$ cat src/rtl/sha1_block_ctrl.sv
// SHA-1 block sequencer: accepts a 512-bit block, runs 80 rounds with an on-the-fly
// message schedule, then folds the result into the chaining value. Optional abort: SHA1_ABORT_EN.
module sha1_block_ctrl (
    input  logic         clk,
    input  logic         rst_n,
    input  logic [511:0] block_in,
    input  logic         block_first,
    input  logic         block_valid,
    output logic         block_ready,
    output logic [159:0] digest,
    output logic         digest_valid
`ifdef SHA1_ABORT_EN
    ,
    input  logic         abort
`endif
);

    typedef enum logic [1:0] {
        S_IDLE,
        S_ROUNDS,
        S_FINAL
    } state_t;

    localparam logic [159:0] SHA1_IV =
        160'h67452301_efcdab89_98badcfe_10325476_c3d2e1f0;

    // One combinational SHA-1 round: cv = {a,b,c,d,e}, t selects f and K.
    function automatic logic [159:0] sha1_round(input logic [159:0] cv,
                                                input logic [31:0]  w,
                                                input logic [6:0]   t);
        logic [31:0] a, b, c, d, e, f, k, tmp;
        {a, b, c, d, e} = cv;
        if (t < 7'd20) begin
            f = (b & c) | (~b & d);
            k = 32'h5a827999;
        end else if (t < 7'd40) begin
            f = b ^ c ^ d;
            k = 32'h6ed9eba1;
        end else if (t < 7'd60) begin
            f = (b & c) | (b & d) | (c & d);
            k = 32'h8f1bbcdc;
        end else begin
            f = b ^ c ^ d;
            k = 32'hca62c1d6;
        end
        tmp = {a[26:0], a[31:27]} + f + e + k + w;
        return {tmp, a, {b[1:0], b[31:2]}, c, d};
    endfunction

    state_t              state_q, state_d;
    logic [6:0]          rnd_q, rnd_d;
    logic [15:0][31:0]   w_q, w_d;
    logic [159:0]        work_q, work_d;
    logic [159:0]        base_q, base_d;
    logic [159:0]        digest_q, digest_d;
    logic                digest_valid_q, digest_valid_d;
    logic                abort_hit;
    logic [6:0]          round_idx;
    logic [159:0]        round_out;
    logic [31:0]         w_mix;

`ifdef SHA1_ABORT_EN
    assign abort_hit = abort;
`else
    assign abort_hit = 1'b0;
`endif

    // Only an in-range round number is ever presented to the round stage.
    assign round_idx = (state_q == S_ROUNDS && rnd_q < 7'd80) ? rnd_q : 7'd0;
    assign round_out = sha1_round(work_q, w_q[0], round_idx);
    assign w_mix     = w_q[13] ^ w_q[8] ^ w_q[2] ^ w_q[0];

    always_comb begin
        // NOTE: every *_d gets a default first, so no path can leave one unassigned and infer a latch.
        state_d        = state_q;
        rnd_d          = rnd_q;
        w_d            = w_q;
        work_d         = work_q;
        base_d         = base_q;
        digest_d       = digest_q;
        digest_valid_d = 1'b0;

        case (state_q)
            S_IDLE: begin
                if (block_valid && !abort_hit) begin
                    state_d = S_ROUNDS;
                    rnd_d   = 7'd0;
                    for (int i = 0; i < 16; i++) begin
                        w_d[i] = block_in[511 - 32*i -: 32];
                    end
                    work_d = block_first ? SHA1_IV : digest_q;
                    base_d = block_first ? SHA1_IV : digest_q;
                end
            end
            S_ROUNDS: begin
                if (abort_hit) begin
                    state_d = S_IDLE;
                end else begin
                    work_d = round_out;
                    for (int i = 0; i < 15; i++) begin
                        w_d[i] = w_q[i+1];
                    end
                    w_d[15] = {w_mix[30:0], w_mix[31]};
                    rnd_d   = rnd_q + 7'd1;
                    if (rnd_q == 7'd79) begin
                        state_d = S_FINAL;
                    end
                end
            end
            S_FINAL: begin
                state_d = S_IDLE;
                if (!abort_hit) begin
                    // Per-word modular add; carries must not cross 32-bit word boundaries.
                    for (int i = 0; i < 5; i++) begin
                        digest_d[32*i +: 32] = base_q[32*i +: 32] + work_q[32*i +: 32];
                    end
                    digest_valid_d = 1'b1;
                end
            end
            default: state_d = S_IDLE;
        endcase
    end

    // NOTE: the schedule and working registers are plain flops, so they reset like any other state.
    always_ff @(posedge clk or negedge rst_n) begin
        if (!rst_n) begin
            state_q        <= S_IDLE;
            rnd_q          <= 7'd0;
            w_q            <= '0;
            work_q         <= '0;
            base_q         <= '0;
            digest_q       <= '0;
            digest_valid_q <= 1'b0;
        end else begin
            // NOTE: non-blocking assignments so every flop samples pre-edge values.
            state_q        <= state_d;
            rnd_q          <= rnd_d;
            w_q            <= w_d;
            work_q         <= work_d;
            base_q         <= base_d;
            digest_q       <= digest_d;
            digest_valid_q <= digest_valid_d;
        end
    end

    assign block_ready  = (state_q == S_IDLE);
    assign digest       = digest_q;
    assign digest_valid = digest_valid_q;

endmodule

$ cat config.mk
export PLATFORM = sky130hd
export DESIGN_NAME = sha1_block_ctrl
export DESIGN_NICKNAME = d
export VERILOG_FILES = /design/src/rtl/sha1_block_ctrl.sv
export SDC_FILE = /design/constraint.sdc
export NUM_CORES = 2
export LEC_CHECK = 0
export CORE_MARGIN = 2
export CORE_UTILIZATION = 45
export DETAILED_ROUTE_END_ITERATION = 10
export GPL_ROUTABILITY_DRIVEN = 0
export HOLD_SLACK_MARGIN = 0.1
export PLACE_DENSITY = 0.78
export SKIP_CTS_REPAIR_TIMING = 1
export SYNTH_ARGS = -nofsm -noshare
export SYNTH_HDL_FRONTEND = slang
export SYNTH_SLANG_ARGS = --single-unit
$ cat constraint.sdc
create_clock -name clk -period 9.5 [get_ports clk]
set_clock_uncertainty 0.15 [all_clocks]
set_input_delay 0.95 -clock clk [delete_from_list [all_inputs] [get_ports clk]]
set_output_delay 0.95 -clock clk [all_outputs]
set_load 0.01 [all_outputs]
# ---- Word-level counts from Yosys, hierarchy flattened
# Index checks and enable logic that the tools add are counted.
dict set report word_totals {
  input_bits 516
  ff_bits 1002
  wordCells 78
  output_inout_bits 162
}
dict set report op_classes {
  n_eq_ne 5
  bitwise 13
  mux 18
  reduce_logical 6
  order_cmp 4
  addsub 10
}
# cell count
set op_table {}
lappend op_table {{case mux 512 bit (2 select lines)} 1}
lappend op_table {{two-way mux 512 bit} 1}
lappend op_table {{two-way mux 160 bit} 2}
lappend op_table {{case mux 160 bit (2 select lines)} 1}
lappend op_table {{adder 32 bit} 9}
lappend op_table {{two-way mux 32 bit} 5}
lappend op_table {{bitwise XOR 32 bit} 5}
lappend op_table {{AND 32 bit} 4}
lappend op_table {{bitwise OR 32 bit} 3}
lappend op_table {{inverter 32 bit} 1}
lappend op_table {{two-way mux 31 bit} 1}
lappend op_table {{< comparator 7 x 6 -> 1 bit (second input constant)} 2}
lappend op_table {{two-way mux 7 bit} 2}
lappend op_table {{case mux 7 bit (2 select lines)} 1}
lappend op_table {{adder 7 x 1 -> 7 bit (second input constant)} 1}
lappend op_table {{== test 7 bit (second input constant)} 1}
lappend op_table {{< comparator 7 x 5 -> 1 bit (second input constant)} 1}
lappend op_table {{< comparator 7 bit (second input constant)} 1}
lappend op_table {{AND reduction 2 bit} 3}
lappend op_table {{two-way mux 2 bit} 2}
lappend op_table {{case mux 2 bit (2 select lines)} 1}
lappend op_table {{== test 2 x 1 -> 1 bit (second input constant)} 1}
lappend op_table {{== test 2 bit (second input constant)} 1}
lappend op_table {{zero test 2 bit} 1}
lappend op_table {{other kinds (5)} 5}

# ---- Depth between registers and ports, before layout
dict set report logic_depth {
  word_depth 12
  mapped_depth 26
}

# ---- Least setup slack after synthesis
# Ideal clock, no wire load.
dict set report synth_timing {
  kind {flip-flop to flip-flop}
  start {register state_q[1]}
  end {register work_q[156]}
  setup_slack_ns 3.876
  n_path_buf 3
  synth_period_minus_slack_ns 5.624
  arrival_time_ns 5.342
  required_time_ns 9.218
  setup_ns 0.132
  path_stages_with_launch 25
  path_cell_list {dfrtp_1 > nand2b_1 > clkbuf_1 > nor3_2 > inv_2 > nand2_1 > buf_2 > buf_1 > nor2_1 > nor2_1 > fa_1 > fa_1 > inv_1 > fa_1 > inv_1 > ha_1 > a211oi_1 > o21bai_1 > a21boi_0 > o21ai_1 > a2111oi_4 > nor3_1 > nor3_2 > mux2i_1 > o21ai_1}
}
dict set report synth_via {
  elab_chain_len 12
}
# element line
set synth_rtl {}
lappend synth_rtl {{start: declaration} 50} ;# state_t state_q, state_d;
lappend synth_rtl {{start signal: assignment} 136} ;# state_q <= state_d;
lappend synth_rtl {{== test 2 x 1 -> 1 bit} {69, 83}}
lappend synth_rtl {{logical AND 1 bit} 69} ;# assign round_idx = (state_q == S_ROUNDS && rnd_q < 7'd80) ? rnd_q : 7'd0;
lappend synth_rtl {{two-way mux 7 bit} 69}
lappend synth_rtl {{< comparator 7 x 6 -> 1 bit} 39} ;# end else if (t < 7'd60) begin
lappend synth_rtl {{two-way mux 32 bit} 39}
lappend synth_rtl {{two-way mux 32 bit} 36} ;# end else if (t < 7'd40) begin
lappend synth_rtl {{two-way mux 32 bit} 33} ;# if (t < 7'd20) begin
lappend synth_rtl {{adder 32 bit (4 in series)} 46} ;# tmp = {a[26:0], a[31:27]} + f + e + k + w;
lappend synth_rtl {{case mux 160 bit (2 select lines)} 83} ;# case (state_q)
lappend synth_rtl {{end signal: assignment} 139} ;# work_q <= work_d;
lappend synth_rtl {{end: declaration} 53} ;# logic [159:0] work_q, work_d;
# Parallel ways exist; a longest one is shown, timed or not.
# A chain may end at the register's enable or synchronous reset.

# ---- Final worst setup path
dict set report layout_timing {
  start {register state_q[0]}
  end {register work_q[155]}
}
# Same word-level chain as after synthesis.

==> metrics.cfg <==
[outcome]
status=complete, no violations

[floorplan]
dieArea_mm2=0.128
rows=129
core_area_mm2=0.124
die_x_um=357
die_h_um=357
ios=678
start_util=0.454

[timing]
relSlewSlack=0.0672
tightest_slew_ps=1400
finalMaxSlewViolations=0
fmax_ghz=0.125
finalWorstSetupSlack_ps=1480
hold_viol=0
setup_viol=0
whs_ps=122
period_needed_ps=8020
tns_ps=0
fin_crit_sh=0.844
rsz0062_at_grt=false

[placed_design]
io_buffers=677
place_ws_ps=1840
placed_area_mm2=0.0639
dp_hpwl_mm=160

[logic_synthesis]
netlist_area_mm2=0.0561
syn_avg_cell_area_um2=8.48
syn_nets=7468
ys.flop_type=dfrtp_1
synth_edf_count=0
synth_seq_cells=1002
netlist_instances=6612
synth_top_area_frac=0.447
yosysSeqAreaShare=0.447
synth_cell_type_count=86
synth_mux_area_frac=0.00285
ys_warn_count=0
synth_area_leaders=dfrtp_1 45%, nand2_1 10%, nor2_1 6.2%, a31oi_1 5.6%, ha_1 4.9%
synth_top_area_cell=dfrtp_1
synth_compound_area_frac=0.186
synth_xor_area_frac=0.0393
synth_top_family_by_area=simple AND/OR/NAND/NOR gates
async_flop_share=1.00
synth-simple-area-share=0.192
synthAdderAreaFrac=0.0919

[setup_path]
crit_fanout=42
critical_path.cell_chain=nand2b_4, nor3_2, inv_2, nand2_1, inv_1, a221o_1, xnor2_1, ha_1, fa_1, inv_1, fa_1, inv_1, ha_1, and2_1, nor2_1, o21ai_0, nor4_1, a211oi_1, o21ai_1, a21boi_0, or3_1, a31o_2
cpPeakStageDelay_ps=900
crit_type=reg2reg
cp-end-kind=register
cp-start-kind=register
arrival_ps=8480
cpMaxStageDelayCell=dfrtp_2
required_ps=9960
critPathMostFrequentCell=inv_1
critPathTopFamily=simple AND/OR/NAND/NOR gates
crit_buf_inv=4

[clock_tree]
cts_max_level=3
cts_tree=built
root_buffer=clkbuf_16
clock_path_buffers=3
insertion_delay_ps=730
numCtsBuffers=107
cts.clk_slew.worst_paths_ps=60
clkSinkCount=1002

[route]
routed_wl_mm=213
viasPerCell=5.86
detail_route.first_pass.iterations=7
wl_met2_mm=98.4
met1Wirelength_mm=74.7
route.met3.wl_mm=20.4
post_drt_wl_per_cell_um=24.2
drt_iter0_drc=5901
drc=0
vias=51400
antenna_violating_nets_post_route=0
routed.top_layer=met5

[layout]
fin_area_mm2=0.0677
synthToLayoutAreaGrowth_pct=20.8
fin_nets=7891
fillers=11000
drive_gt1_frac=0.0383

[global_route]
antenna_found_initial=28
grtUsageTotal=0.328
grt_pass1_wl_mm=311
grt_max_degree=249
grt_overflow=0
grt_pass1_vias=49300

[job]
max-cap-violations=0

[power]
p_leak_nw=30.1
irDropWorstVdd_mv=0.853
power_per_cell_area_mw_per_mm2=400

[min_path]
hp-class=in2async

through the flow:
stage          power [mW]  cells   util
4_1_cts              26.8   8758  0.548
5_1_grt              29.0   8768  0.548
2_1_floorplan        17.5   6612      -
6_report             27.1   8769  0.548
3_5_place_dp         22.1   8563  0.517
3_3_place_gp         21.5   8563  0.517
flip-flops by register name, indices dropped and copies added, names as in the netlist:
| register | count |
|---|---|
| rnd_q | 7 |
| state_q | 2 |
| digest_valid | 1 |
| work_q | 160 |
| w_q | 512 |
| base_q | 160 |
| digest | 160 |
layer usage:
metal | up-vias | global-route usage
met3 | 679 | 0.0817
met1 | 24700 | 0.381
li1 | 23400 | -
met5 | - | 0
met4 | 24 | 0.248
met2 | 2603 | 0.524
final timing paths:
| path | startpoint | end | slack (ps) | cells after the start |
|---|---|---|---|---|
| hold / removal | rst_n | digest[116] | 120 | 1 |
| min in group clk | base_q[72] | base_q[72] | 330 | 2 |
| hold reg to reg | base_q[72] | base_q[72] | 330 | 2 |
| setup / recovery | state_q[0] | work_q[155] | 1480 | 22 |
| setup reg to reg | state_q[0] | work_q[155] | 1480 | 22 |
| max in group asynchronous | rst_n | w_q[337] | 6800 | 3 |
Yosys cell counts (all sizes together), types with 19 or more instances:
library cell / n
nand2: 1503
dfrtp: 1002
nor2: 928
a31oi: 499
o21ai: 446
clkbuf: 365
a21oi: 362
ha: 220
inv: 208
xnor2: 175
fa: 120
xor2: 77
a21o: 76
nor3: 45
buf: 40
o21a: 37
nor2b: 36
nand3: 33
o31ai: 30
a211oi: 29
nand2b: 29
o21bai: 26
nor3b: 25
o211ai: 22
a22o: 19
o22a: 19
cells in the final DEF, fill, tap and decap left out, drive strengths merged, types with 21 or more instances in the layout:
master / n
clkinv: 21
o211ai: 22
xor2: 77
o21ai: 446
a21oi: 362
nor3: 45
nor2: 928
fa: 120
o31ai: 30
a21o: 76
buf: 44
nand3: 33
o21a: 37
nor3b: 25
clkdlybuf4s50: 675
nor2b: 36
clkbuf: 143
inv: 218
ha: 220
nand2: 1503
xnor2: 175
nand2b: 29
o21bai: 26
a31oi: 499
a211oi: 29
dfrtp: 1002
report_power, final:
group          internal, mW  switching [mW]  leakage (nW)
Sequential             5.93            2.55          12.4
Combinational          6.28            7.71          15.8
Clock                  2.73            1.88          1.89
Total                  14.9            12.1          30.1
kinds of logic after synthesis:
logic type | Yosys count
compound gates | 1699
xor+xnor | 252
fa+ha+maj | 340
buf+inv | 613
flops | 1002
mux | 16
simple gates | 2690
cell type report:
class	instances	area, um^2	share of cell area
Multi-Input combinational cell	4997	28800	0.425
Sequential cell	1002	25100	0.370
Timing Repair Buffer	719	7200	0.106
Clock buffer	143	3010	0.0445
Tap cell	1637	2050	0.0302
Clock inverter	52	826	0.0122
Inverter	208	781	0.0115
Antenna cell	11	27.5	0.000406
(Power assumes the default switching activity.)
